**config.mk**
```make
export PLATFORM = sky130hd
export DESIGN_NAME = humidity_monitor
export DESIGN_NICKNAME = d
export VERILOG_FILES = /design/src/rtl/humidity_pkg.sv /design/src/rtl/humidity_monitor_area_filter.sv /design/src/rtl/humidity_monitor.sv
export SDC_FILE = /design/constraint.sdc
export NUM_CORES = 1
export LEC_CHECK = 0
export CORE_ASPECT_RATIO = 1.5
export CORE_MARGIN = 5
export CORE_UTILIZATION = 57
export DETAILED_ROUTE_END_ITERATION = 12
export DONT_BUFFER_PORTS = 1
export GPL_TIMING_DRIVEN = 0
export PLACE_DENSITY = 0.74
export SYNTH_ARGS = -nofsm -noshare
export SYNTH_HDL_FRONTEND = slang
export SYNTH_SLANG_ARGS = --single-unit
```
**constraint.sdc**
```tcl
create_clock -name clk_2 -period 2.1 [get_ports clk_2]
set_input_delay 0.42 -clock clk_2 [delete_from_list [all_inputs] [get_ports clk_2]]
set_output_delay 0.42 -clock clk_2 [all_outputs]
set_load 0.01 [all_outputs]
```
**src/rtl/humidity_pkg.sv**
```systemverilog
// Shared types, display constants and the cyclic set-bit search for the humidity monitor.
package humidity_pkg;

    typedef enum logic [1:0] {
        ST_OK   = 2'b00,
        ST_WARN = 2'b01,
        ST_CRIT = 2'b10
    } state_t;

    localparam int MAX_AREAS = 10;

    localparam logic [7:0] SEG_BLANK = 8'h00;
    localparam logic [7:0] SEG_CRIT  = 8'h79;

    localparam logic [7:0] DIGIT [0:9] = '{
        8'h3F, 8'h06, 8'h5B, 8'h4F, 8'h66,
        8'h6D, 8'h7D, 8'h07, 8'h7F, 8'h6F
    };

    // First set bit strictly after cur, wrapping modulo n; returns 0 if none is set.
    // Scanning from the far end lets the nearest hit overwrite farther ones.
    function automatic int nextSetBit(input logic [MAX_AREAS-1:0] mask,
                                      input int cur,
                                      input int n);
        int result;
        int idx;
        result = 0;
        for (int k = MAX_AREAS; k >= 1; k--) begin
            if (k <= n) begin
                idx = (cur + k) % n;
                if (mask[idx]) begin
                    result = idx;
                end
            end
        end
        return result;
    endfunction

endpackage

```
**src/rtl/humidity_monitor_area_filter.sv**
```systemverilog
// Per-area debounce: a dry flag needs FILTER_CYCLES consecutive dry samples, wet clears at once.
module area_filter #(
    parameter int FILTER_CYCLES = 3
) (
    input  logic clk_2,
    input  logic reset,
    input  logic dry_in,
    output logic dry_flag
);

    localparam int CW = $clog2(FILTER_CYCLES + 1);

    logic [CW-1:0] r_cnt;

    // The flag rises on the same edge the counter reaches its saturation value.
    always_ff @(posedge clk_2) begin
        if (reset) begin
            r_cnt    <= '0;
            dry_flag <= 1'b0;
        end else if (!dry_in) begin
            r_cnt    <= '0;
            dry_flag <= 1'b0;
        end else begin
            if (r_cnt < CW'(FILTER_CYCLES)) begin
                r_cnt <= r_cnt + CW'(1);
            end
            if (r_cnt >= CW'(FILTER_CYCLES - 1)) begin
                dry_flag <= 1'b1;
            end
        end
    end

endmodule

```
**src/rtl/humidity_monitor.sv**
```systemverilog
// Multi-area soil humidity monitor: debounced dry flags, OK/WARN/CRIT classification,
// rotating 7-segment display of dry areas and a sticky acknowledgeable alarm.
module humidity_monitor
    import humidity_pkg::*;
#(
    parameter int NAREAS        = 4,
    parameter int FILTER_CYCLES = 3,
    parameter int DWELL         = 4,
    parameter int CNT_W         = 8
) (
    input  logic                      clk_2,
    input  logic                      reset,
    input  logic [NAREAS-1:0]         dry_in,
    input  logic                      ack,
    output logic [7:0]                seg,
    output logic                      alarm,
    output logic [1:0]                state_o,
    output logic [NAREAS-1:0]         dry_mask,
    output logic [$clog2(NAREAS)-1:0] cur_area,
    output logic [CNT_W-1:0]          crit_count
);

    localparam int AW = $clog2(NAREAS);
    localparam int DW = (DWELL > 1) ? $clog2(DWELL) : 1;

    logic [NAREAS-1:0]    w_dryMask;
    logic [MAX_AREAS-1:0] w_maskExt;
    state_t               w_nextState;
    logic [7:0]           w_seg;

    state_t               r_state;
    logic [AW-1:0]        r_curArea;
    logic [DW-1:0]        r_dwell;
    logic                 r_alarm;
    logic [CNT_W-1:0]     r_critCount;

    for (genvar i = 0; i < NAREAS; i++) begin : g_filter
        area_filter #(
            .FILTER_CYCLES(FILTER_CYCLES)
        ) u_filter (
            .clk_2   (clk_2),
            .reset   (reset),
            .dry_in  (dry_in[i]),
            .dry_flag(w_dryMask[i])
        );
    end

    always_comb begin
        w_maskExt = '0;
        w_maskExt[NAREAS-1:0] = w_dryMask;
    end

    always_comb begin
        w_nextState = ST_WARN;
        if (w_dryMask == '0) begin
            w_nextState = ST_OK;
        end else if (&w_dryMask) begin
            w_nextState = ST_CRIT;
        end
    end

    // Classification FSM, alarm latch, CRIT entry counter and WARN rotation share one register block.
    always_ff @(posedge clk_2) begin
        if (reset) begin
            r_state     <= ST_OK;
            r_curArea   <= '0;
            r_dwell     <= '0;
            r_alarm     <= 1'b0;
            r_critCount <= '0;
        end else begin
            r_state <= w_nextState;

            if (w_nextState == ST_CRIT && r_state != ST_CRIT) begin
                r_alarm <= 1'b1;
                if (r_critCount != '1) begin
                    r_critCount <= r_critCount + 1'b1;
                end
            end else if (ack && r_state != ST_CRIT) begin
                r_alarm <= 1'b0;
            end

            if (w_nextState != ST_WARN) begin
                r_curArea <= '0;
                r_dwell   <= '0;
            end else if (r_state != ST_WARN) begin
                r_curArea <= AW'(nextSetBit(w_maskExt, NAREAS - 1, NAREAS));
                r_dwell   <= '0;
            end else if (r_dwell == DW'(DWELL - 1) || !w_maskExt[r_curArea]) begin
                r_curArea <= AW'(nextSetBit(w_maskExt, int'(r_curArea), NAREAS));
                r_dwell   <= '0;
            end else begin
                r_dwell <= r_dwell + 1'b1;
            end
        end
    end

    always_comb begin
        w_seg = SEG_BLANK;
        case (r_state)
            ST_WARN: w_seg = DIGIT[r_curArea];
            ST_CRIT: w_seg = SEG_CRIT;
            default: w_seg = SEG_BLANK;
        endcase
    end

    assign seg        = w_seg;
    assign alarm      = r_alarm;
    assign state_o    = r_state;
    assign dry_mask   = w_dryMask;
    assign cur_area   = r_curArea;
    assign crit_count = r_critCount;

endmodule

```
# Word level (Yosys, flattened, before mapping)

Memories as Yosys holds them, arrays and structs flattened.
Index checks and enable logic that the tools add are counted.

Register bits after elaboration: 27
Latch bits: 0
Bits in writable memories: 0
Bits in read-only memories: 64
Input bits: 7
Word-level logic and storage cells: 105
Memories kept: 1

Memory list:

| memory          | depth | bits a word | read ports | clocked after memory_dff | write ports | RTL line                | RTL |
|---|---|---|---|---|---|---|---|
| (no name shown) | 8     | 8           | 1          | 0                        | 0           | humidity_monitor.sv:100 | `ST_WARN: w_seg = DIGIT[r_curArea];` |

$add $sub $neg: 10
Multiply operators: 0
Divide/modulo/power cells: 0
$lt $le $gt $ge: 14
Equality and inequality tests: 8
Shift operators: 0
Multiplexer cells: 31
Bitwise operators: 9
Reduce and logical (&&, ||, !) cells: 19

Operators by type and width:

| operator                                                                 | number |
|---|---|
| 3-bit by 6-bit < comparator with 1-bit output (second input constant)    | 4 |
| 2-bit two-way mux                                                        | 12 |
| 2-bit OR reduction                                                       | 9 |
| 8-bit two-way mux                                                        | 2 |
| 8-bit case mux with 2 select lines                                       | 1 |
| 2-bit by 1-bit adder with 2-bit output (second input constant)           | 7 |
| 1-bit binary-select mux with 3-bit select                                | 4 |
| 1-bit two-way mux                                                        | 11 |
| 8-bit by 1-bit adder with 8-bit output (second input constant)           | 1 |
| 2-bit >= comparator (second input constant)                              | 4 |
| 2-bit < comparator (second input constant)                               | 4 |
| 8-bit inequality test (second input constant)                            | 1 |
| 2-bit == test (second input constant)                                    | 3 |
| 3-bit by 5-bit >= comparator with 1-bit output (second input constant)   | 1 |
| 2-bit by 5-bit < comparator with 1-bit output (second input constant)    | 1 |
| 2-bit adder (second input constant)                                      | 2 |
| 1-bit bitwise AND (first input constant)                                 | 4 |
| 4-bit logical NOT                                                        | 1 |
| 2-bit by 1-bit inequality test with 1-bit output (second input constant) | 2 |
| 1-bit inverter                                                           | 4 |
| 4-bit AND reduction                                                      | 1 |
| 2-bit nonzero test                                                       | 2 |
| 4-bit OR reduction                                                       | 1 |
| 2-bit inverter with 3-bit output                                         | 1 |
| 7 further kinds                                                          | 8 |

# Depth between registers and ports, before layout

Word-level depth: 12
Mapped depth: 7
Mapped depth without buffers: 6

# Cells and area by module

From an unflattened synthesis, not the netlist that was laid out.

Cell total of the unflattened synthesis: 183
Area total of the unflattened synthesis: 1614.0 um2

Modules (own cells, without submodules):

| module           | instances | cells each | area each (um2) | sequential area each (um2) |
|---|---|---|---|---|
| humidity_monitor | 1         | 127        | 1073.5          | 300.3 |
| area_filter      | 4         | 14         | 135.1           | 60.1 |

# Worst setup path before layout

Ideal clock, no wire load.

Kind: reg2reg
Start: register r_curArea[1] (netlist: cur_area[1])
End: register r_curArea[1] (netlist: cur_area[1])
Arrival: 1678 ps
Required time: 1981 ps
Setup slack: 304 ps
Cell stages (with the launch flop): 8
Path buffers: 1
Cell sequence: dfxtp_1 > buf_2 > inv_1 > ha_1 > nand2b_1 > a21oi_1 > o311ai_0 > o221a_1

Word-level cells in the longest chain between the ends: 12

RTL lines:

| what                                                 | RTL line               | RTL |
|---|---|---|
| start, declared                                      | humidity_monitor.sv:32 | `logic [AW-1:0] r_curArea;` |
| start signal, assigned                               | humidity_monitor.sv:86 | `r_curArea <= AW'(nextSetBit(w_maskExt, NAREAS - 1, NAREAS));` |
| start signal, assigned                               | humidity_monitor.sv:89 | `r_curArea <= AW'(nextSetBit(w_maskExt, int'(r_curArea), NAREAS));` |
| 2-bit by 1-bit adder with 2-bit output               | humidity_pkg.sv:30     | `idx = (cur + k) % n;` |
| 2-bit OR reduction (no source line)                  | -                      |  |
| 1-bit bitwise AND (no source line)                   | -                      |  |
| 1-bit binary-select mux with 3-bit select            | humidity_pkg.sv:31     | `if (mask[idx]) begin` |
| 1-bit two-way mux (not written as such) (2 in a row) | humidity_pkg.sv:31     |  |
| 2-bit two-way mux (4 in a row)                       | humidity_pkg.sv:31     |  |
| 2-bit two-way mux                                    | humidity_monitor.sv:88 | `end else if (r_dwell == DW'(DWELL - 1) \|\| !w_maskExt[r_curArea]) begin` |
| 2-bit two-way mux                                    | humidity_monitor.sv:85 | `end else if (r_state != ST_WARN) begin` |

Parallel ways exist; a longest one is shown, timed or not. The select of a mux whose other input is x is not followed.
A chain may end at the register's enable or synchronous reset.

# Worst setup path in the final report

Start: register r_state[0] (netlist: state_o[0])
End: output port seg[3]

Word-level cells in the longest chain between the ends: 2

RTL lines:

| what                                                                             | RTL line               | RTL |
|---|---|---|
| start, declared                                                                  | humidity_monitor.sv:31 | `state_t r_state;` |
| start signal, assigned                                                           | humidity_monitor.sv:71 | `r_state <= w_nextState;` |
| 2-bit == test / 2-bit by 1-bit == test with 1-bit output (equally long branches) | humidity_monitor.sv:99 | `case (r_state)` |
| 8-bit case mux with 2 select lines *                                             | humidity_monitor.sv:99 |  |
| end, declared                                                                    | humidity_monitor.sv:15 | `output logic [7:0] seg,` |

Mark *: on every way between the ends. The rest lies on a longest branch, timed or not.

==> impl_metrics.toml <==
[yosys]
netlist.top_cell.by_area = "dfxtp_1"
syn_nets = 214
yosysSeqAreaShare_pct = 33.7
async_flop_share_pct = 0
mappedNetlistArea_sq_um = 1600
synth_ff_type = "dfxtp_1"
synth_edf_count = 0
synth_cell_type_count = 42
synth_top_area_share_pct = 33.7
syn_avg_cell_area_sq_um = 8.35
yosys-top-cells-area = "dfxtp_1 (34%), ha_1 (12%), nor2_1 (6.1%)"
yosys_warnings = 0
ys_ff_latch = 27
synthCells = 192

[worst_setup_path]
cp_slowest_cell = "dfxtp_1"
path_depth = 5
reg2regPathDepth = 5
cp-end-kind = "primary output"
cp-endpoint = "seg[3]"
setup.worst_path.start = "state_o[0]"
path_cells = "ha_2, clkbuf_4, a21oi_1, nor2_2, buf_4"
required_ns = 1.68
cp_max_fo = 10
start_kind = "flip-flop"
r2r_slack_ns = 0.18
worstPathArrival_ns = 1.58
crit_family = "flip-flops"
r2r_end = "cur_area[0]"
reg2reg_from = "g_filter[0].u_filter.dry_flag"
slowest_delay_ns = 0.42
critPathBufInv = 2
critPathKind = "reg -> out"

[sta]
maxSlewHeadroom_pct = 57.1
skew_ns = 0.00353
maxSlewViolCount = 0
final.setup.tns_ns = 0
fin_crit_sh_pct = 95.1
final_hold_viol_count = 0
finalSetupViolCount = 0
rsz0062_at_grt = "no"
period_needed_ns = 2.00
fmax_ghz = 0.501
worst_slew_pin_slew_ns = 0.628

[die]
die-area_sq_um = 3990
rows = 23
die_h_um = 74.9
start_util_pct = 59.9
core_area_sq_um = 2680
ioPinCount = 32
fp.dieW_um = 53.3

[global_route]
grtUsageTotal_pct = 18.1
grt_pass1_wl_um = 5580
gr-total-overflow = 0
grt_pass1_vias = 1326
antenna_found_initial = 0
grt_max_degree = 15

[drt]
drc = 0
drtIter0Drc = 31
wirelength_um = 3380
postRouteAntennaNets = 0
vias = 1382
routed_via_density = 5.93
dr.pass1.iters = 4
wl_per_cell_um = 14.5

[finish]
layout_common_cells = "nor2_1 (25), dfxtp_1 (25), a21oi_1 (19)"
drive_above_1_share_pct = 11.7
area_delta_synth_final_pct = 7.10
num_antenna_cells = 0
nFillCells = 246
nNetsFinal = 219
final_area_sq_um = 1720

[placement]
place_area_sq_um = 1650
gp_congestion = 0.821
io_buffers = 0
dpl.hpwl_um = 2650

[clock_network]
cts_tree = "built"
root_buffer = "clkbuf_8"
htreeDepth = 1
post-cts-setup-buffers = 0
cts.sinks = 27
cts_buffer_depth = 2
clock_latency_ns = 0.26
clk_pin_slew_ns = 0.08
cts_made_buffers = 3
ctsHoldBuffers = 0

[power]
pwr-share-clk_pct = 31.4
peakVddDrop_v = 0.000528
intPower_uw = 695
comb_power_share_pct = 9.5
power_frac_seq_pct = 59.1
power.density_nw_per_um2 = 529
switchingPower_uw = 212
swShare_pct = 23.4
power.leakage_nw = 0.691

[hold_path]
holdCritPathClass = "in -> reg"
hold_path_depth = 1

[outcome]
status = "complete, no violations"

[flow_run]
cap_violations = 0
synth_stat cells (2+ instances only):
library cell   n
dfxtp_1       27
nor2_1        26
a21oi_1       19
inv_1         16
ha_1          15
nand2_1        7
buf_4          6
nand2b_1       6
nor3_1         6
or4_1          6
buf_2          5
o21ai_0        5
xor2_1         4
a21o_1         3
mux2i_1        3
nand3_1        3
o31ai_1        3
a311oi_1       2
and2_1         2
and3_1         2
and4b_1        2
clkbuf_1       2
nor2b_1        2
nor4_1         2
metal layers:
metal	vias to the layer above	part of all wire, %	global-route usage (%)
met2	47	56	34.9
met1	640	37	18.3
met4	0	1.3	5.68
met3	6	6.1	4.75
met5	-	0	0
li1	689	-	-
registers in the layout, summed over array words and instances, names as in the netlist:
| name | cells |
|---|---|
| alarm | 1 |
| crit_count | 8 |
| cur_area | 2 |
| g_filter.u_filter.dry_flag | 4 |
| g_filter.u_filter.r_cnt | 8 |
| r_dwell | 2 |
| state_o | 2 |
stage by stage:
stage | utilization (%) | instances | hold WS (ns) | setup slack, ns | power [mW]
final | 64.1 | 233 | 0.300 | 0.103 | 0.907
after global routing | 64.1 | 233 | 0.291 | 0.00610 | 0.961
after CTS | 63.8 | 233 | 0.287 | 0.0127 | 0.919
after detailed placement | 61.6 | 229 | 0.440 | 0.0787 | 0.632
after global placement | 61.6 | 229 | 0.415 | 0.113 | 0.626
after floorplan | - | 192 | 0.407 | 0.304 | 0.614
worst register-to-register path: stages (launching register included):
cell and delay [ns]:
dfxtp_1 0.36, buf_2 0.20, nor4_1 0.31, a221oi_1 0.19, a2111oi_0 0.62, a311oi_1 0.10
power by group through the flow:
stage               sequential (mW)  combinational (mW)  clock [mW]
detailed placement            0.549              0.0831           0
global placement              0.547              0.0787           0
CTS                           0.537              0.0853       0.297
floorplan                     0.545              0.0689           0
global route                  0.538              0.0987       0.324
finish                        0.537              0.0863       0.284
worst min path at each step:
| stage | startpoint | to | slack [ns] |
|---|---|---|---|
| CTS | reset | state_o[0] | 0.29 |
| global placement | r_dwell[0] | r_dwell[0] | 0.42 |
| floorplan | r_dwell[0] | r_dwell[0] | 0.41 |
| detailed placement | r_dwell[0] | r_dwell[0] | 0.44 |
| finish | reset | state_o[0] | 0.30 |
| global route | reset | state_o[0] | 0.29 |
cells by family after synthesis:
kind of cell    Yosys count  share of synthesized area, %
flops                    27                          33.7
fa+ha+maj                15                          11.7
simple gates             70                          23.3
buf+inv                  29                          8.59
other cells               1                         0.234
compound gates           41                          16.5
mux                       4                          3.28
xor+xnor                  5                          2.73
final cells by class:
type / count / area (sq um) / area share [%]
buffer: 13 / 87.6 / 5.10
tap: 37 / 46.3 / 2.70
multi-input combinational: 136 / 935 / 54.4
sequential: 27 / 543 / 31.6
clock buffer: 4 / 45.0 / 2.62
inverter: 16 / 60.1 / 3.50
repair_timing:
action | 4_1_cts | 5_1_grt
endpoints found under the hold margin | 0 | 0
setup endpoints to repair | 6 | 2
resized for setup | 6 | 5
No activity file was read; power rests on OpenSTA's default activity.
